File: config.mk
export PLATFORM = sky130hd
export DESIGN_NAME = pc_fetch_unit_flat
export DESIGN_NICKNAME = d
export VERILOG_FILES = /design/src/rtl/pc_fetch_unit_if.sv /design/src/rtl/pc_fetch_unit.sv /design/src/flat_wrapper.sv
export SDC_FILE = /design/constraint.sdc
export NUM_CORES = 1
export LEC_CHECK = 0
export ABC_AREA = 1
export CAP_MARGIN = 25
export CORE_MARGIN = 10
export CORE_UTILIZATION = 30
export CTS_CLUSTER_DIAMETER = 30
export DETAILED_ROUTE_END_ITERATION = 7
export PLACE_DENSITY = 0.65
export SLEW_MARGIN = 20
export SYNTH_ARGS = -nofsm -noshare
export SYNTH_HDL_FRONTEND = slang
export SYNTH_SLANG_ARGS = --single-unit
File: constraint.sdc
create_clock -name clock -period 1.75 [get_ports clock]
set_clock_uncertainty 0.15 [all_clocks]
set_input_delay 0.35 -clock clock [delete_from_list [all_inputs] [get_ports clock]]
set_output_delay 0.35 -clock clock [all_outputs]
set_load 0.01 [all_outputs]
File: src/rtl/pc_fetch_unit_if.sv
// rtl/pc_fetch_unit_if.sv - fetch-stage PC unit bus: cache hit, redirect request, PC outputs
interface pc_fetch_unit_if #(
  parameter int WIDTH = 32
);
  logic             hit;
  logic             redirect_valid;
  logic [WIDTH-1:0] redirect_target;
  logic [WIDTH-1:0] instruction_address;
  logic [WIDTH-1:0] next_sequential;
  logic             redirect_pending;
  logic             stalled;
  logic [31:0]      stall_count;

  // The PC unit masters the I-cache address port.
  modport master (
    input  hit,
    input  redirect_valid,
    input  redirect_target,
    output instruction_address,
    output next_sequential,
    output redirect_pending,
    output stalled,
    output stall_count
  );

  modport slave (
    output hit,
    output redirect_valid,
    output redirect_target,
    input  instruction_address,
    input  next_sequential,
    input  redirect_pending,
    input  stalled,
    input  stall_count
  );
endinterface

File: src/rtl/pc_fetch_unit.sv
// rtl/pc_fetch_unit.sv - fetch PC register with miss stall and buffered redirect
// Optional miss-cycle counter enabled by PC_STALL_COUNT_EN.
module pc_fetch_unit #(
  parameter int               WIDTH        = 32,
  parameter logic [WIDTH-1:0] RESET_VECTOR = '0,
  parameter int               INCREMENT    = 4
) (
  input  logic             clock,
  input  logic             reset,
  pc_fetch_unit_if.master  bus
);
  localparam logic [WIDTH-1:0] INC = WIDTH'(INCREMENT);

  typedef enum logic [1:0] {
    FETCH      = 2'd0,
    MISS       = 2'd1,
    MISS_REDIR = 2'd2
  } state_t;

  state_t           state_q, state_d;
  logic [WIDTH-1:0] pc_q, pc_d;
  logic [WIDTH-1:0] target_q, target_d;
  logic             pending_q, pending_d;

  always_ff @(posedge clock) begin
    if (reset) begin
      state_q   <= FETCH;
      pc_q      <= RESET_VECTOR;
      target_q  <= '0;
      pending_q <= 1'b0;
    end else begin
      state_q   <= state_d;
      pc_q      <= pc_d;
      target_q  <= target_d;
      pending_q <= pending_d;
    end
  end

  always_comb begin
    state_d   = state_q;
    pc_d      = pc_q;
    target_d  = target_q;
    pending_d = pending_q;
    if (bus.hit) begin
      state_d   = FETCH;
      pending_d = 1'b0;
      // A fresh redirect outranks the buffered one; both outrank sequential flow.
      if (bus.redirect_valid) begin
        pc_d = bus.redirect_target;
      end else if (pending_q) begin
        pc_d = target_q;
      end else begin
        pc_d = pc_q + INC;
      end
    end else begin
      state_d = (pending_q || bus.redirect_valid) ? MISS_REDIR : MISS;
      if (bus.redirect_valid) begin
        target_d  = bus.redirect_target;
        pending_d = 1'b1;
      end
    end
  end

  assign bus.instruction_address = pc_q;
  assign bus.next_sequential     = pc_q + INC;
  assign bus.redirect_pending    = pending_q;
  assign bus.stalled             = (state_q != FETCH);

`ifdef PC_STALL_COUNT_EN
  logic [31:0] stall_count_q, stall_count_d;

  always_comb begin
    stall_count_d = stall_count_q;
    if (!bus.hit && (stall_count_q != 32'hFFFF_FFFF)) begin
      stall_count_d = stall_count_q + 32'd1;
    end
  end

  always_ff @(posedge clock) begin
    if (reset) begin
      stall_count_q <= '0;
    end else begin
      stall_count_q <= stall_count_d;
    end
  end

  assign bus.stall_count = stall_count_q;
`else
  assign bus.stall_count = '0;
`endif
endmodule

File: src/flat_wrapper.sv
// flat-port wrapper written by rule: the top's interface ports become plain ports
module pc_fetch_unit_flat 
#(
  parameter int               WIDTH        = 32,
  parameter logic [WIDTH-1:0] RESET_VECTOR = '0,
  parameter int               INCREMENT    = 4
)
  (clock, reset, bus_hit, bus_redirect_valid, bus_redirect_target, bus_instruction_address, bus_next_sequential, bus_redirect_pending, bus_stalled, bus_stall_count);
  pc_fetch_unit_if #(.WIDTH(WIDTH)) bus_i ();
  input  logic clock;
  input  logic reset;
  input wire logic [$bits(bus_i.hit)-1:0] bus_hit;
  input wire logic [$bits(bus_i.redirect_valid)-1:0] bus_redirect_valid;
  input wire logic [$bits(bus_i.redirect_target)-1:0] bus_redirect_target;
  output wire logic [$bits(bus_i.instruction_address)-1:0] bus_instruction_address;
  output wire logic [$bits(bus_i.next_sequential)-1:0] bus_next_sequential;
  output wire logic [$bits(bus_i.redirect_pending)-1:0] bus_redirect_pending;
  output wire logic [$bits(bus_i.stalled)-1:0] bus_stalled;
  output wire logic [$bits(bus_i.stall_count)-1:0] bus_stall_count;
  assign bus_i.hit = bus_hit;
  assign bus_i.redirect_valid = bus_redirect_valid;
  assign bus_i.redirect_target = bus_redirect_target;
  assign bus_instruction_address = bus_i.instruction_address;
  assign bus_next_sequential = bus_i.next_sequential;
  assign bus_redirect_pending = bus_i.redirect_pending;
  assign bus_stalled = bus_i.stalled;
  assign bus_stall_count = bus_i.stall_count;
  pc_fetch_unit #(.WIDTH(WIDTH), .RESET_VECTOR(RESET_VECTOR), .INCREMENT(INCREMENT)) u_core (.clock(clock), .reset(reset), .bus(bus_i));
endmodule
==> results of run 1 <==
[layout make-up]
cell class / instances / area, µm²
clock inverters: 3 / 40.0
repair buffers: 219 / 1950
flip-flops and latches: 67 / 1370
well taps: 172 / 215
inverters: 24 / 90.1
multi-input cells: 420 / 2510
clock buffers: 11 / 243
fillers: 1188 / 6090
[metrics by stage]
| stage | utilization [%] | TNS [ns] | setup slack (ns) | instance area [µm²] | cells |
|---|---|---|---|---|---|
| floorplan | - | 0 | 0.0202 | 3940 | 575 |
| global placement | 43.9 | -20.85 | -0.536 | 5500 | 872 |
| detailed placement | 43.9 | -23.64 | -0.570 | 5500 | 872 |
| CTS | 48.0 | -11.21 | -0.473 | 6010 | 907 |
| global route | 51.4 | -13.45 | -0.567 | 6430 | 916 |
| finish | 51.4 | -11.32 | -0.495 | 6430 | 916 |
[placed cells by master (no fill, tap or decap), types with 3 or more instances in the layout]
cell type                         synthesis  routed
sky130_fd_sc_hd__xor2_2                   5      10
sky130_fd_sc_hd__dlymetal6s2s_1           0       4
sky130_fd_sc_hd__a221oi_1                26      22
sky130_fd_sc_hd__xnor2_2                  0       3
sky130_fd_sc_hd__buf_6                    0      35
sky130_fd_sc_hd__nand3b_1                 7       7
sky130_fd_sc_hd__inv_1                   24      22
sky130_fd_sc_hd__a21oi_2                  0       5
sky130_fd_sc_hd__nand3_2                  0       4
sky130_fd_sc_hd__nand2_4                  1      13
sky130_fd_sc_hd__nor2_4                   9      13
sky130_fd_sc_hd__nor3_1                   3       3
sky130_fd_sc_hd__buf_2                    9      15
sky130_fd_sc_hd__clkbuf_16                0       9
sky130_fd_sc_hd__o21ai_0                 29      28
sky130_fd_sc_hd__nand3_1                  9       5
sky130_fd_sc_hd__o211ai_1                 3       3
sky130_fd_sc_hd__dfxtp_4                  0       4
sky130_fd_sc_hd__nor2_2                   1      14
sky130_fd_sc_hd__buf_4                   34      91
sky130_fd_sc_hd__a21oi_1                 65      60
sky130_fd_sc_hd__nand2_2                  5      33
sky130_fd_sc_hd__dlygate4sd2_1            0      31
sky130_fd_sc_hd__dfxtp_1                 67      49
sky130_fd_sc_hd__a221oi_2                 0       4
sky130_fd_sc_hd__clkdlybuf4s50_1          0      36
sky130_fd_sc_hd__buf_12                   0       5
sky130_fd_sc_hd__conb_1                   1      32
sky130_fd_sc_hd__dfxtp_2                  0      14
sky130_fd_sc_hd__nand2_1                175     135
sky130_fd_sc_hd__nor2_1                  30      13
[worst reg2reg max path, delay by kind of cell (launching register included)]
kind	cells	cell delay [ns]
buffers and inverters	5	0.55
DFF	1	0.37
and+or+nand+nor	8	0.69
AOI/OAI and AO/OA	1	0.05
[registers in the layout (all words and copies together) (netlist names)]
| register | count |
|---|---|
| u_core.bus.instruction_address | 32 |
| u_core.target_q | 32 |
| u_core.state_q | 2 |
| u_core.bus.redirect_pending | 1 |
[report_power, final]
group | switching (µW) | internal (µW)
logic | 522 | 500
registers | 82.3 | 1620
clock network | 653 | 1120
total | 1260 | 3240
[final timing paths]
kind | cells past startpoint | startpoint | end
worst max-delay path | 11 | u_core.bus.instruction_address[3] | bus_next_sequential[23]
worst max register to register | 14 | u_core.bus.instruction_address[3] | u_core.bus.instruction_address[27]
worst min-delay path | 2 | u_core.target_q[20] | u_core.target_q[20]
worst min register to register | 2 | u_core.target_q[20] | u_core.target_q[20]
[per-layer routing]
layer	vias to the layer above	wire (µm)	GRT usage [%]
met1	2079	6320	19.6
met5	-	0	0
li1	2130	-	-
met4	0	356	7.03
met2	141	7280	26.0
met3	21	1020	4.24
[cell families after synthesis]
kind of cell	share of synthesized area [%]
compound gates	19.8
xor+xnor	4.43
fa+ha+maj	0.328
buf+inv	12.3
flops	35.2
other cells	0.0985
simple gates	27.8
[repair_timing]
item,in CTS,in global routing
buffers inserted,22,11
pin swaps,27,41
setup endpoints to repair,62,51
resized for setup,209,99
hold buffers,0,0
==> results.txt, run 1 <==
- Leakage power figure: 0.00291 µW
* Element type at the critical path end: primary output
- Cell chosen for the clock root: sky130_fd_sc_hd__clkbuf_16
- The core region is approximately 13,000 µm².
- In this run the tool buffered the top-level ports with between 100 and 150 buffer cells.
* Number of synthesized flops with an enable pin: 0
* Length of the first detailed-routing pass in iterations: 7
- Once routing completed, OpenROAD measured the worst setup slack at -0.495 ns.
- DRC violation count after routing: 0
- Most used flip-flop cell after synthesis: sky130_fd_sc_hd__dfxtp_1
- Data on the critical path is required at its endpoint by 1.25 ns.
- The critical path is of the flop to primary output type.
- The die is 133 µm tall.
- Outcome: finished with violations
- Final Hold Slack: ~0.31 ns
- Clock tree from TritonCTS: done
* PnR Total Power: 4500 µW
- The initial antenna violation count came to 0.
* Master of the slowest instance on the critical path: sky130_fd_sc_hd__dfxtp_4
- Of all nets on the critical path, the largest fanout is 3.
- The checks that failed: setup timing.
- Grt ovf: 0
- Final period demand of the worst path: 2.25 ns
- Maximum number of pins on one net before global-route repair: 31
- Global routing consumed, over all layers together, 16.0% of the routing resources.
- The clock net in this run drives a total of 67 sinks.
- Setup repair after global routing missed its margin: true
* Synth Warn #: 0
- Cells taking the most area after synthesis: sky130_fd_sc_hd__dfxtp_1 35%, sky130_fd_sc_hd__nand2_1 17%, sky130_fd_sc_hd__a21oi_1 8.5%
* Mean post-synth cell area: 7.00 µm²
- The area growth from synthesis to layout is 68.8%.
* Most used standard cell by instance count after synthesis: sky130_fd_sc_hd__nand2_1
- Setup violations remaining at the end of the flow were counted as 32.
* Starting Density: 30.4%
- Final Net Count: roughly 800
- Synthesis instantiated 28 different standard cells from the library.
* #FFs+latches synth: 67
- STA classifies the critical path startpoint as a flop.
- The final max-slew violation count is 0.
- Counting along the longest clock path gives a buffer depth of 2.
* Count of nets left with antenna violations after detail routing: 0
* Routed vias: 4,371
* Number of clock buffers inserted by TritonCTS: 9
- Number of instances in the synthesized netlist: 544
* Gate family responsible for the most delay along the worst path: simple AND/OR/NAND/NOR gates
- For this block, the routed nets add up to 15,000 µm of wire.
- The share of the Yosys chip area taken by registers is 35.2%.
- Summed over all instances, the cell type with the most area after synthesis is sky130_fd_sc_hd__dfxtp_1.
* Final worst-path cycle share: 128%
* Max-cap violations: 0
* Placer Congestion: 0.885
- Clk slew on worst S/H paths: around 0.050 ns
- Proportion of layout cells with a drive suffix above 1: 38.0%
- Worst reg2reg setup slack: -0.21 ns
- In this run the count of I/O pins placed on the die edge is 134.
- Antenna Cells: 0
* Buffers and inverters on the worst path: 4
- Top-area cell type share of the netlist area: about a third
- Die area: 17,600 µm²
- For this run, the slowest stage of the critical path takes 0.37 ns.
- Crit path arrival time: roughly 1.8 ns
- The number of global-route vias before repair came to 4,193.
- Counting flops with an async set or reset pin after synthesis yields a share of 0%.
- For this run, the top clock speed supported by timing is 0.445 GHz.
- After detailed routing, the average wire length per cell comes to ~16 µm.
* Power density relative to cell area: 700 nW/µm²
* Worst voltage drop across the vdd grid: 0.000373 V
* Width of the die: 133 µm
- The worst hold path belongs to the class flop to flop.
- Summed over all nets, the half-perimeter wirelength after detailed placement is 11,100 µm.
* Cell repeated most along the worst path: sky130_fd_sc_hd__nand2_2
- After the first detailed-routing iteration, the DRC count stood at 337.
- Clk Latency, worst-skew pair: 0.33 ns
- Row cnt: 41
- Using the TritonRoute via totals, the vias-per-cell ratio works out to around 4.8.
- Wire length of the first global-routing pass: 22,900 µm
- Commonest cells post-synth: 175 x sky130_fd_sc_hd__nand2_1, 67 x sky130_fd_sc_hd__dfxtp_1, 65 x sky130_fd_sc_hd__a21oi_1
* Final hold viol count: 0
- The H-tree generated during clock tree synthesis spans 3 levels.
* Cell chain of the critical path: buf_6, nand2_4, nor2_4, nand2_2, nor2_4, buf_12, buf_6, nand2_2, nand2_2, nand2_2, buf_6
- Synth Cell Area: 3810 µm²
Note: power is estimated with default switching activity, not from simulation.
==> run 2, diff against run 1 <==
ABC_CLOCK_PERIOD_IN_PS = 2500   (was not set)
CAP_MARGIN = not set   (was 25)
clock period = 2.5 ns   (was 1.75 ns; I/O delays follow)
==> run 2 against run 1 <==
Effect of this change: the run still ends with setup timing left; routed wire length down 6.1%; cell count decreased by 5.5%; sequential share of layout area rose by 2.4 points; largest cell class unchanged.
==> results.txt, run 2 (same netlist as run 1, synthesis figures left out) <==
- HP Class: flop to flop
* PnR Total Power: roughly 3300 µW
- Setup violations remaining at the end of the flow were counted as 1.
- Entering global routing, the biggest net connects 38 pins.
- STA classifies the critical path endpoint as a primary output.
- Final hold analysis gives a worst-case slack of 0.312 ns.
* Max-slew violation count: 0
* Per-cell routed wire length: about 16 µm
* Width of the die: 133 µm
- Master of the slowest instance on the critical path: sky130_fd_sc_hd__dfxtp_2
* Leading cell type in the layout, fill and taps excluded: sky130_fd_sc_hd__nand2_1
* Final hold viol count: 0
* Antenna Cells: 0
- For this run the aggregate overflow at the end of global routing stands at 0.
- Most used cells in the layout excluding fill and tap cells: 168 x sky130_fd_sc_hd__nand2_1, 74 x sky130_fd_sc_hd__clkdlybuf4s50_1, 65 x sky130_fd_sc_hd__a21oi_1, 57 x sky130_fd_sc_hd__dfxtp_1, 55 x sky130_fd_sc_hd__buf_4
- Worst Setup Start Kind: flop
* Clock tree buffer depth: 2
- Crit path arrival time: roughly 1.9 ns
* # H-tree levels: 3
- Cell chain of the critical path: buf_6, nand2_4, nor2_4, nand2_4, nor2_4, buf_6, buf_6, buf_6, nand2_2, nand2_2, and2_1, buf_2
- Setup repair after global routing could not meet its margin everywhere.
- The final critical path takes up 101% of the cycle.
- The worst path in the final design needs a cycle of about 2.5 ns, including I/O delays and setup.
- The analysis attributes to cell leakage a power of 0.00236 µW.
- Cells fill 45.6% of the core in the end.
- Of the cells placed in the final design, the portion with a size suffix greater than 1 is 21.9%.
- CTS Sinks: 67
- Overall die height: 133 µm
- Startpoint-to-endpoint class of the critical path: flop to primary output
- Critical path origin: u_core.bus.instruction_address[3]
- Worst reg2reg setup slack: 0.68 ns
- Vias in the first global route: 4,060
- Maximum fanout encountered on the critical timing path: 4
- Reg-to-reg startpoint: u_core.bus.instruction_address[3]
* Number of non-filler instances in the completed layout: just under 900
* DP HPWL: roughly 10,000 µm
- Counting tap cells, the placed design contains a total of 824 instances.
- TritonCTS built the clock tree.
* Routed vias: 4,162
- Hold-fix buffers at CTS: 0
- Critical path's largest stage delay: 0.35 ns
* FF-to-FF path depth: 11
- Outcome: finished with violations
- Crit path to: bus_next_sequential[25]
- Clock-pin slew was measured on the worst setup and hold paths at roughly 0.05 ns.
- For this run, design rule violations remaining after detail routing come to 0.
- Wires add up to around 14,000 µm.
- The later pin in the worst-skew pair is clocked with a latency of ~0.33 ns.
- Count of nets left with antenna violations after detail routing: 0
- Number of port buffers: 101
- Cell chosen for the clock root: sky130_fd_sc_hd__clkbuf_16
- Setup TNS: -0.0237 ns
- Max-Slew Margin vs Limit: about a third
* Final Net Count: 726
- Cell repeated most along the worst path: sky130_fd_sc_hd__buf_6
* Pin slew with the least headroom to its limit: 1.02 ns
* Die area: 17,600 µm²
* Max-cap violations: 0
* Vias per std cell: 4.81
- The initial antenna violation count was 0.
- VDD sags by at most 0.000355 V.
- The final reports fail on setup timing.
- Layout area overhead: 49.8%
* Placeable core area: 12,500 µm²
* Violation count after the first detailed-route iteration: between 400 and 500
- Starting Density: a little under a third
- Terminus of the critical flop-to-flop path: u_core.bus.instruction_address[15]
- Setup slack on the critical path of the routed design comes to -0.0237 ns.
- Number of top-level design ports: 134
* Placer Congestion: 0.845
- Counting the buffers created by CTS gives 9.
* Combined global-route utilization of all metal layers: between 15 and 20%
- Data required time of the worst path: ~1.9 ns
- Row cnt: 41
* Length of the first detailed-routing pass in iterations: 4
* Power density relative to cell area: 576 nW/µm²
- Timing would allow up to 0.396 GHz.
* Fillers: 1,248
* Wire length of the first global-routing pass: 21,900 µm
-- run 2: cell types whose count changed in the layout (fill, tap and decap cells not counted), sizes merged --
cell | before | now
clkbuf | 11 | 18
buf | 146 | 75
clkinvlp | 0 | 3
clkdlybuf4s50 | 36 | 74
clkinv | 2 | 0
bufinv | 1 | 3
dlygate4sd2 | 31 | 8
dlymetal6s2s | 4 | 0
-- run 2: what timing repair did --
item | CTS | global route
resized for setup | 76 | 44
pin swaps | 11 | 15
endpoints found under the setup margin | 26 | 19
buffers inserted | 12 | 16
gates cloned | 0 | 0
-- run 2: metrics by stage --
stage / worst slack [ns] / area (µm²)
final: -0.0237 / 5710
after global routing: -0.101 / 5710
after CTS: -0.156 / 5570
after detailed placement: -0.0279 / 5100
after global placement: -0.0143 / 5100
after floorplan: 0.543 / 3930
-- run 2: where the power goes --
part           switching [µW]  total, µW  leakage, µW  internal, µW
Combinational             322        607      0.00164           285
Clock                     491       1490     0.000161          1000
Sequential               56.2       1190     0.000555          1130
-- run 2: critical path: cells and delay by family (launching register included) --
kind,cells,cell delay (ns)
AND/OR/NAND/NOR,7,0.67
flip-flops,1,0.35
buffers and inverters,5,0.52
-- run 2: worst min-delay path by stage --
stage          slack (ns)                  end           startpoint  cells after the start
2_1_floorplan        0.29  u_core.target_q[17]  u_core.target_q[17]                      2
3_3_place_gp         0.30  u_core.target_q[15]  u_core.target_q[15]                      2
3_5_place_dp         0.31  u_core.target_q[23]  u_core.target_q[23]                      2
4_1_cts              0.31  u_core.target_q[24]  u_core.target_q[24]                      2
5_1_grt              0.33   u_core.target_q[9]   u_core.target_q[9]                      2
6_report             0.31   u_core.target_q[4]   u_core.target_q[4]                      2
-- run 2: cell type report --
type                       instances  area [µm²]  share of cell area (%)
clock buffer                      10         239                    4.19
clock inverter                     6         113                    1.97
inverter                          24        90.1                    1.58
sequential                        67        1360                    23.8
tap                              172         215                    3.77
multi-input combinational        420        2210                    38.8
timing repair buffer             167        1480                    25.9
-- run 2: layer usage --
layer / routed length [µm] / track usage (%) / up-vias
met1: 5880 / 18.6 / 1955
met5: 0 / 0 / -
met3: 1060 / 5.00 / 19
met4: 258 / 4.83 / 0
met2: 6860 / 25.0 / 158
li1: - / - / 2030
==> run 3, diff against run 2 <==
CTS_CLUSTER_DIAMETER = not set   (was 30)
==> results of run 3 <==
Same layout as run 2: the final DEF is identical, and so are final timing and power.
